===== src/rtl/coeffs_loader.sv =====
// Coefficient frame loader: assembles MSB-first byte pairs from a valid/ready stream
// into 16-bit coefficients and writes them to addresses 0..NUM_COEFFS-1.
module coeffs_loader #(
    parameter int unsigned NUM_COEFFS     = 64,
    parameter int unsigned ADDR_W         = 6,
    parameter int unsigned DATA_W         = 16,
    parameter int unsigned TIMEOUT_CYCLES = 1024
) (
    input  logic              clk,
    input  logic              rst,
    input  logic              clk_enable,
    input  logic              start,
    input  logic [7:0]        s_data,
    input  logic              s_valid,
    output logic              s_ready,
    output logic [ADDR_W-1:0] write_address,
    output logic [DATA_W-1:0] coeffs_in,
    output logic              write_enable,
    output logic              write_done,
    output logic              busy,
    output logic              timeout_err
);

    localparam int unsigned       TimerW   = $clog2(TIMEOUT_CYCLES + 1);
    localparam logic [ADDR_W-1:0] LastAddr = ADDR_W'(NUM_COEFFS - 1);
    localparam logic [TimerW-1:0] TimerMax = TimerW'(TIMEOUT_CYCLES - 1);

    typedef enum logic [2:0] {StIdle, StRecvHi, StRecvLo, StWrite, StDone} state_e;

    state_e              state_q, state_d;
    logic [ADDR_W-1:0]   addr_q, addr_d;
    logic [7:0]          hi_q, hi_d;
    logic [DATA_W-1:0]   word_q, word_d;
    logic [TimerW-1:0]   timer_q, timer_d;
    logic                we_q, we_d;
    logic                done_q, done_d;
    logic                busy_q, busy_d;
    logic                to_q, to_d;
    logic                accept;

    assign s_ready = (state_q == StRecvHi) || (state_q == StRecvLo);
    assign accept  = s_valid & s_ready;

    always_comb begin
        state_d = state_q;
        addr_d  = addr_q;
        hi_d    = hi_q;
        word_d  = word_q;
        timer_d = timer_q;
        to_d    = 1'b0;
        unique case (state_q)
            StIdle: begin
                if (start) begin
                    state_d = StRecvHi;
                    addr_d  = '0;
                    timer_d = '0;
                end
            end
            StRecvHi, StRecvLo: begin
                if (accept) begin
                    timer_d = '0;
                    if (state_q == StRecvHi) begin
                        hi_d    = s_data;
                        state_d = StRecvLo;
                    end else begin
                        word_d  = DATA_W'({hi_q, s_data});
                        state_d = StWrite;
                    end
                end else if (timer_q == TimerMax) begin
                    // Abort the frame; the sink never sees write_done.
                    state_d = StIdle;
                    to_d    = 1'b1;
                end else begin
                    timer_d = timer_q + 1'b1;
                end
            end
            StWrite: begin
                if (clk_enable) begin
                    if (addr_q == LastAddr) begin
                        state_d = StDone;
                    end else begin
                        addr_d  = addr_q + 1'b1;
                        timer_d = '0;
                        state_d = StRecvHi;
                    end
                end
            end
            StDone: state_d = StIdle;
            default: state_d = StIdle;
        endcase
        we_d   = (state_d == StWrite);
        done_d = (state_d == StDone);
        busy_d = (state_d != StIdle);
    end

    always_ff @(posedge clk or negedge rst) begin
        if (!rst) begin
            state_q <= StIdle;
            addr_q  <= '0;
            hi_q    <= '0;
            word_q  <= '0;
            timer_q <= '0;
            we_q    <= 1'b0;
            done_q  <= 1'b0;
            busy_q  <= 1'b0;
            to_q    <= 1'b0;
        end else begin
            state_q <= state_d;
            addr_q  <= addr_d;
            hi_q    <= hi_d;
            word_q  <= word_d;
            timer_q <= timer_d;
            we_q    <= we_d;
            done_q  <= done_d;
            busy_q  <= busy_d;
            to_q    <= to_d;
        end
    end

    assign write_address = addr_q;
    assign coeffs_in     = word_q;
    assign write_enable  = we_q;
    assign write_done    = done_q;
    assign busy          = busy_q;
    assign timeout_err   = to_q;

endmodule


===== config.mk =====
export PLATFORM = sky130hd
export DESIGN_NAME = coeffs_loader
export DESIGN_NICKNAME = d
export VERILOG_FILES = /design/src/rtl/coeffs_loader.sv
export SDC_FILE = /design/constraint.sdc
export NUM_CORES = 1
export LEC_CHECK = 0
export BUFFER_PORTS_ARGS = -buffer_cell sky130_fd_sc_hd__buf_2
export CAP_MARGIN = 20
export CORE_ASPECT_RATIO = 0.8
export CORE_MARGIN = 8
export CORE_UTILIZATION = 54
export CTS_BUF_LIST = sky130_fd_sc_hd__clkbuf_8 sky130_fd_sc_hd__clkbuf_16
export DETAILED_ROUTE_END_ITERATION = 8
export HOLD_SLACK_MARGIN = 0.03
export PLACE_DENSITY = 0.77
export SYNTH_ARGS = -nofsm -noshare
export SYNTH_HDL_FRONTEND = slang
export SYNTH_SLANG_ARGS = --single-unit

===== constraint.sdc =====
create_clock -name clk -period 3.2 [get_ports clk]
set_clock_uncertainty 0.1 [all_clocks]
set_input_delay 0.16 -clock clk [delete_from_list [all_inputs] [get_ports clk]]
set_output_delay 0.16 -clock clk [all_outputs]
set_load 0.05 [all_outputs]

==> impl_metrics.env <==
export IMPL_yosysUniqueCellTypes=49
export IMPL_area_growth_syn_to_layout_pct=18.59
export IMPL_cts_setup_buffers=0
export IMPL_grt_max_degree=49
export IMPL_drt_pre_antenna_iters=4
export IMPL_end_kind="register"
export IMPL_vias=1657
export IMPL_drt_total_wl_um=4630
export IMPL_worstPathMaxFanout=16
export IMPL_cts_made_buffers=5
export IMPL_ys_seq_area_share_pct=53.13
export IMPL_setup_viol=0
export IMPL_fin_crit_sh_pct=61.35
export IMPL_slew_viol_final=0
export IMPL_detailed_place_hpwl_um=3181
export IMPL_max_freq_mhz=509.4
export IMPL_synth_seq_cells=48
export IMPL_synth_cells=193
export IMPL_clock_latency_ns=0.31
export IMPL_cellLeakagePower_uw=0.001227
export IMPL_die_w_um=88.35
export IMPL_syn_area_um2=2261
export IMPL_r2r_start="state_q[1]"
export IMPL_whs_ns=0.1171
export IMPL_r2r_cells=3
export IMPL_cts_hold_buf=9
export IMPL_clockRootBuffer="clkbuf_8"
export IMPL_register_area_um2=1201
export IMPL_cts_resized_gates=0
export IMPL_via_per_inst=5.542
export IMPL_antenna_found_initial=0
export IMPL_place_inst=281
export IMPL_multi_input_area_um2=975.9
export IMPL_fill_cells=329
export IMPL_synth_top_cell_by_area="dfrtp_1"
export IMPL_synth_top_flop_cell="dfrtp_1"
export IMPL_port_buffers=39
export IMPL_reg2reg_slack_ns=1.24
export IMPL_worst_pin_slew_ns=0.7834
export IMPL_wl_per_cell_um=15.48
export IMPL_hold_class="input port to register"
export IMPL_die_y_um=73.88
export IMPL_startpoint_type="register"
export IMPL_die_area_um2=6526
export IMPL_synth_warnings=0
export IMPL_worstSetupPathType="register to register"
export IMPL_cts_tree="yes"
export IMPL_ir_drop_v=0.0007689
export IMPL_drc=0
export IMPL_synth_area_leaders="dfrtp_1 (53%), mux2_2 (11%), nand3_1 (2.9%), a21oi_1 (2.0%), nand2_1 (1.5%)"
export IMPL_grt_overflow_total=0
export IMPL_drive_gt1_share_pct=33.47
export IMPL_fin_crit_ns=1.963
export IMPL_required_ns=3.29
export IMPL_drtIter0Drc=116
export IMPL_grt_pass1_vias=1624
export IMPL_hold_start="s_valid"
export IMPL_syn_area_per_cell_um2=11.71
export IMPL_reg2reg_to="coeffs_in[3]"
export IMPL_row_count=21
export IMPL_h_tree_depth=2
export IMPL_track_usage_pct=15.52
export IMPL_gp_congestion=0.7968
export IMPL_diodes=0
export IMPL_syn_nets=208
export IMPL_synth_async_reset_ratio_pct=100.0
export IMPL_setup_tns_ns=0
export IMPL_final_cell_mix="dfrtp_1 (48), buf_2 (39), mux2_2 (23)"
export IMPL_final_common_cell="dfrtp_1"
export IMPL_cts_buffer_depth=2
export IMPL_grt_setup_unrepaired="no"
export IMPL_powerDensity_nw_per_um2=946.0
export IMPL_whs_endpoint="state_q[1]"
export IMPL_finalHoldViolCount=0
export IMPL_status="finished clean"
export IMPL_synth_top_area_share_pct=53.13
export IMPL_grt_pass1_wl_um=7803
export IMPL_worstHoldPathCells=3
export IMPL_max_cap_violations=0
export IMPL_nNetsFinal=256
export IMPL_ant_nets=0
export IMPL_design_core_area_um2=4099
export IMPL_clk_pin_slew_ns=0.08
export IMPL_ioPinCount=40
export IMPL_cts_sinks=48
export IMPL_start_util_pct=55.16
export IMPL_final_cells=299
export IMPL_arrival_ns=2.06
export IMPL_synth_edff_count=0
export IMPL_max_slew_margin_pct=47.61
[worst max path at each step]
stage / start / end / depth (start not counted)
floorplan: write_address[0] / timer_q[3] / 5
global placement: state_q[1] / coeffs_in[2] / 3
global route: state_q[1] / coeffs_in[3] / 3
detailed placement: state_q[1] / coeffs_in[3] / 3
finish: state_q[1] / coeffs_in[3] / 3
CTS: state_q[1] / coeffs_in[3] / 3
[synthesized netlist by cell type (3+ instances only)]
library cell	instances
dfrtp_1	48
mux2_2	23
nand3_1	13
a21oi_1	9
nand2_1	9
nor2_1	8
nor3_1	6
o21ai_0	5
and3_1	4
inv_1	4
a211o_1	3
a31oi_1	3
buf_2	3
buf_4	3
nand3b_1	3
nand4_1	3
[state kept, by name (all words and copies together), names as in the netlist]
register / count
coeffs_in: 16
timer_q: 11
hi_q: 8
write_address: 6
state_q: 3
busy: 1
timeout_err: 1
write_done: 1
write_enable: 1
[through the flow]
step / setup WS [ns] / instance area [µm²] / total power (µW) / utilization, %
floorplan: 1.296 / 2261 / 1920 / -
global placement: 1.300 / 2474 / 2131 / 60.35
detailed placement: 1.261 / 2474 / 2159 / 60.35
CTS: 1.228 / 2661 / 2558 / 64.93
global route: 1.076 / 2681 / 2690 / 65.42
finish: 1.237 / 2681 / 2537 / 65.42
[metal layers]
metal | part of all wire, % | track usage [%]
met5 | 0 | 0
met4 | 1.3 | 4.486
met3 | 6.2 | 5.363
met2 | 44 | 22.25
met1 | 48 | 21.37
[cell type report]
cell class	count	area share (%)
Clock inverter	2	0.5600
Inverter	4	0.5600
Sequential cell	48	44.80
Clock buffer	6	3.080
Multi-Input combinational cell	131	36.40
Tap cell	57	2.660
Timing Repair Buffer	51	11.95
[power breakdown]
group          total, µW  internal (µW)  switching (µW)
clock network        385            175             210
registers            953            807             146
logic               1200            385             813
total               2540           1370            1170
[kinds of logic after synthesis]
| group | synth area share, % |
|---|---|
| XOR/XNOR | 0.7749 |
| AND/OR/NAND/NOR | 16.60 |
| flip-flops | 53.13 |
| adder cells (fa/ha/maj) | 1.107 |
| multiplexers | 12.84 |
| AO/OA/AOI/OAI | 11.84 |
| buffers and inverters | 3.707 |
[critical path, stage by stage, from the launching register on]
cell and delay (ns):
dfrtp_1 0.54, nand2_1 0.17, nor3_4 0.63, mux2_2 0.42
(Power assumes the default switching activity.)
